<file path="src/rtl/seq_shift_add_mult.sv">
// Sequential 8x8 unsigned shift-and-add multiplier built around an 8-bit carry
// lookahead adder; one partial-product step per clock, valid/ready on both sides.

module cla_8bit (
    input  logic [7:0] a,
    input  logic [7:0] b,
    input  logic       c0,
    output logic [7:0] sum,
    output logic       c8
);

    logic [7:0] p;
    logic [7:0] g;
    logic [7:0] c_int;
    logic [1:0] grp_g;
    logic [1:0] grp_p;
    logic [1:0] grp_cin;

    assign p = a ^ b;
    assign g = a & b;

    // Two 4-bit lookahead groups; carries inside a group depend only on the group carry-in.
    generate
        for (genvar gi = 0; gi < 2; gi++) begin : g_grp
            localparam int B = gi * 4;

            assign c_int[B]   = grp_cin[gi];
            assign c_int[B+1] = g[B] | (p[B] & grp_cin[gi]);
            assign c_int[B+2] = g[B+1] | (p[B+1] & g[B]) | (p[B+1] & p[B] & grp_cin[gi]);
            assign c_int[B+3] = g[B+2] | (p[B+2] & g[B+1]) | (p[B+2] & p[B+1] & g[B])
                              | (p[B+2] & p[B+1] & p[B] & grp_cin[gi]);

            assign grp_g[gi] = g[B+3] | (p[B+3] & g[B+2]) | (p[B+3] & p[B+2] & g[B+1])
                             | (p[B+3] & p[B+2] & p[B+1] & g[B]);
            assign grp_p[gi] = &p[B+3:B];
        end
    endgenerate

    assign grp_cin[0] = c0;
    assign grp_cin[1] = grp_g[0] | (grp_p[0] & c0);

    assign sum = p ^ c_int;
    assign c8  = grp_g[1] | (grp_p[1] & grp_g[0]) | (grp_p[1] & grp_p[0] & c0);

endmodule

module seq_shift_add_mult #(
    parameter int WIDTH = 8
) (
    input  logic               clk,
    input  logic               rst,
    input  logic               in_valid,
    output logic               in_ready,
    input  logic [WIDTH-1:0]   a,
    input  logic [WIDTH-1:0]   b,
    output logic               out_valid,
    input  logic               out_ready,
    output logic [2*WIDTH-1:0] product,
    output logic               busy
);

    typedef enum logic [1:0] {
        IDLE = 2'd0,
        CALC = 2'd1,
        DONE = 2'd2
    } state_t;

    state_t           state_q, state_d;
    logic [WIDTH-1:0] mcand_q, mcand_d;
    logic [WIDTH-1:0] acc_hi_q, acc_hi_d;
    logic [WIDTH-1:0] acc_lo_q, acc_lo_d;
    logic [3:0]       count_q, count_d;

    logic [WIDTH-1:0] addend;
    logic [WIDTH-1:0] add_sum;
    logic             add_c8;

    assign addend = acc_lo_q[0] ? mcand_q : '0;

    cla_8bit cla_8bit (
        .a   (acc_hi_q),
        .b   (addend),
        .c0  (1'b0),
        .sum (add_sum),
        .c8  (add_c8)
    );

    always_comb begin
        state_d  = state_q;
        mcand_d  = mcand_q;
        acc_hi_d = acc_hi_q;
        acc_lo_d = acc_lo_q;
        count_d  = count_q;

        case (state_q)
            IDLE: begin
                if (in_valid) begin
                    mcand_d  = a;
                    acc_hi_d = '0;
                    acc_lo_d = b;
                    count_d  = 4'd0;
                    state_d  = CALC;
                end
            end
            CALC: begin
                // Carry-out enters at the top so the full 16-bit result never overflows.
                {acc_hi_d, acc_lo_d} = {add_c8, add_sum, acc_lo_q[WIDTH-1:1]};
                count_d = count_q + 4'd1;
                if (count_q == 4'd7) begin
                    state_d = DONE;
                end
            end
            DONE: begin
                if (out_ready) begin
                    state_d = IDLE;
                end
            end
            default: begin
                state_d = IDLE;
            end
        endcase
    end

    always_ff @(posedge clk) begin
        if (rst) begin
            state_q  <= IDLE;
            mcand_q  <= '0;
            acc_hi_q <= '0;
            acc_lo_q <= '0;
            count_q  <= 4'd0;
        end else begin
            state_q  <= state_d;
            mcand_q  <= mcand_d;
            acc_hi_q <= acc_hi_d;
            acc_lo_q <= acc_lo_d;
            count_q  <= count_d;
        end
    end

    assign in_ready  = (state_q == IDLE);
    assign out_valid = (state_q == DONE);
    assign busy      = (state_q != IDLE);
    assign product   = {acc_hi_q, acc_lo_q};

endmodule

</file>
<file path="config.mk">
export PLATFORM = sky130hd
export DESIGN_NAME = seq_shift_add_mult
export DESIGN_NICKNAME = d
export VERILOG_FILES = /design/src/rtl/seq_shift_add_mult.sv
export SDC_FILE = /design/constraint.sdc
export NUM_CORES = 1
export LEC_CHECK = 0
export ABC_AREA = 1
export CAP_MARGIN = 5
export CORE_UTILIZATION = 50
export CTS_CLUSTER_SIZE = 25
export DETAILED_ROUTE_END_ITERATION = 12
export GPL_ROUTABILITY_DRIVEN = 0
export PLACE_DENSITY_LB_ADDON = 0.1
export SLEW_MARGIN = 20
export SYNTH_ARGS = -nofsm -noshare
export SYNTH_HDL_FRONTEND = slang
export SYNTH_SLANG_ARGS = --single-unit
</file>
<file path="constraint.sdc">
create_clock -name clk -period 4.8 [get_ports clk]
set_input_delay 0.96 -clock clk [delete_from_list [all_inputs] [get_ports clk]]
set_output_delay 0.96 -clock clk [all_outputs]
set_load 0.01 [all_outputs]
</file>
==> impl_metrics.tcl <==
set metrics [dict create \
    clock-sinks 30 \
    slew_headroom_pct 68.4 \
    synth-edff-count 0 \
    die-area_um2 3500 \
    postCtsSetupBuffers 0 \
    viasPerCell 5.03 \
    skew_ps 4.18 \
    drc 0 \
    setup.worst_path.class "reg -> out" \
    io_pins 39 \
    drv_slew 0 \
    synth_ff_type "dfxtp_1" \
    clk_latency_ps 320 \
    fin_util_pct 67.4 \
    worstMarginPinSlew_ps 472 \
    cts_resized 0 \
    numCtsBuffers 5 \
    leakagePower_nw 0.892 \
    setup_ws_ps 2360 \
    cp.arrival_ps 1480 \
    rsz0062_at_grt "no" \
    hold_end "count_q[3]" \
    grt_antenna_before_repair 0 \
    setup_viol 0 \
    cts_htree_levels 2 \
    syn_area_um2 1630 \
    path_clk_slew_ps 90 \
    n_fill_cell 305 \
    hold_class "reg -> reg" \
    first_pass_iters 4 \
    netlist_instances 222 \
    finalHoldViolCount 0 \
    hpwl_mm 2.53 \
    startpoint "state_q[0]" \
    cts_tree "done" \
    nNetsFinal 291 \
    port_buffers 38 \
    hold-path-cell-count 2 \
    routedWlPerCell_um 11.2 \
    die_h_um 59.1 \
    r2r_slack_ps 2390 \
    syn_avg_cell_area_um2 7.36 \
    start_util_pct 53.0 \
    area_growth_pct 27.1 \
    grt_pass1_wl_mm 6.02 \
    yosysWarnings 0 \
    yosys_register_bits 30 \
    r2r_cells 10 \
    core_area_um2 3080 \
    crit-reg2reg-launch "acc_lo_q[0]" \
    cp-end-kind "primary output" \
    grt-ovfl-total 0 \
    maxCapViolCount 0 \
    grt_usage_pct 23.1 \
    wl_mm 3.41 \
    drive_gt1_share_pct 7.66 \
    cp.required_ps 3840 \
    grt_pass1_vias 1424 \
    finalSetupTns_ps 0 \
    yosysSeqAreaShare_pct 36.8 \
    period_needed_ps 2440 \
    synthArstFlopShare_pct 0 \
    grt_start_max_net_pins 18 \
    clock.fmax_ghz 0.410 \
    antenna_cells 0 \
    status "complete, no violations" \
    vias 1534 \
    synthDistinctLibCells 28 \
    min_from "count_q[3]" \
    dr.first_iter.drc_count 71 \
    rows 20 \
    rr_endpoint "acc_hi_q[3]" \
    ant_nets 0 \
    syn_nets 253 \
    power_density_nw_per_um2 277 \
    timing.final.crit_share_pct 50.8 \
    holdBufCountCts 0 \
    dieWidth_um 59.1 \
    pre_cts_ws_ps 2350 \
    peakVddDrop_mv 0.183 \
    cp-start-kind "flop" \
    crit_path_max_fanout 4 \
    root_buffer "clkbuf_4" \
    clockBufferDepth 2 \
]
==> cell usage after synthesis, types with 3 or more instances <==
master / number / area share [%]
nand2_1: 54 / 12
dfxtp_1: 30 / 37
o21ai_0: 23 / 7.0
inv_1: 22 / 5.1
a21oi_1: 21 / 6.4
nor2_1: 21 / 4.8
ha_1: 9 / 6.9
a31oi_1: 8 / 3.1
nand3_1: 6 / 1.8
clkbuf_1: 3 / 0.69
or2_2: 3 / 1.1
==> kinds of logic after synthesis <==
kind of cell	share of synthesized area (%)
simple gates	25.2
xor+xnor	0.536
compound gates	18.3
flops	36.8
buf+inv	9.81
fa+ha+maj	9.35
==> power by group <==
group | internal [W] | switching [W] | total, W
combinational | 0.0000615 | 0.0000708 | 0.000132
sequential | 0.000269 | 0.0000171 | 0.000286
clock | 0.0000709 | 0.0000847 | 0.000156
==> area by class of cell <==
class / instances / area [um^2] / share of cell area (%)
Sequential cell: 30 / 601 / 28.9
Clock inverter: 1 / 5.00 / 0.241
Multi-Input combinational cell: 159 / 872 / 42.0
Tap cell: 44 / 55.1 / 2.65
Inverter: 26 / 108 / 5.18
Timing Repair Buffer: 38 / 380 / 18.3
Clock buffer: 7 / 55.1 / 2.65
==> state kept, by name (all words and copies together) (netlist names) <==
name / flops
state_q: 2
count_q: 4
acc_hi_q: 8
mcand_q: 8
acc_lo_q: 8
==> worst max-delay path, cell delays in order (launching register included) <==
cell	delay, ps
dfxtp_1	430
nor2_4	70
inv_2	100
clkdlybuf4s50_1	540
==> cells in the final DEF, fill, tap and decap left out <==
master           instances
o21a_1                   1
nor2_1                  21
xnor2_1                  1
inv_4                    1
inv_2                    2
o21ai_2                  1
a21oi_1                 21
nand3b_1                 1
nand3_1                  6
clkbuf_1                 1
fa_1                     2
clkinv_2                 1
ha_1                     9
dfxtp_1                 30
clkdlybuf4s50_1         38
nand2_1                 54
nand4_1                  1
nor3_1                   2
a31oi_2                  1
inv_8                    1
nor2_8                   2
clkbuf_4                 5
o21ai_0                 23
or2_2                    3
a31oi_1                  8
nor2_4                   1
inv_1                   22
nand2_2                  1
clkbuf_8                 1
==> how the worst max path moves through the flow <==
stage	end	slack (ps)	cells past startpoint
floorplan	acc_hi_q[3]	2450	11
global placement	acc_lo_q[0]	2360	4
detailed placement	acc_lo_q[5]	2350	4
CTS	busy	2340	3
global route	acc_hi_q[3]	2180	10
finish	busy	2360	3
==> layer usage <==
layer	vias to the layer above	GRT usage, %	share of wire [%]
li1	803	-	-
met3	8	6.77	4.0
met2	32	38.6	47
met1	691	28.1	47
met5	-	0	0
met4	0	8.16	1.9
==> through the flow <==
step           cell area (um^2)  total power, W  hold slack (ps)  instances
4_1_cts                    2080        0.000581              473        305
5_1_grt                    2080        0.000608              509        305
2_1_floorplan              1630        0.000375              438        222
3_5_place_dp               2020        0.000425              459        297
3_3_place_gp               2020        0.000423              452        297
6_report                   2080        0.000574              471        305
Note: power is estimated with default switching activity, not from simulation.
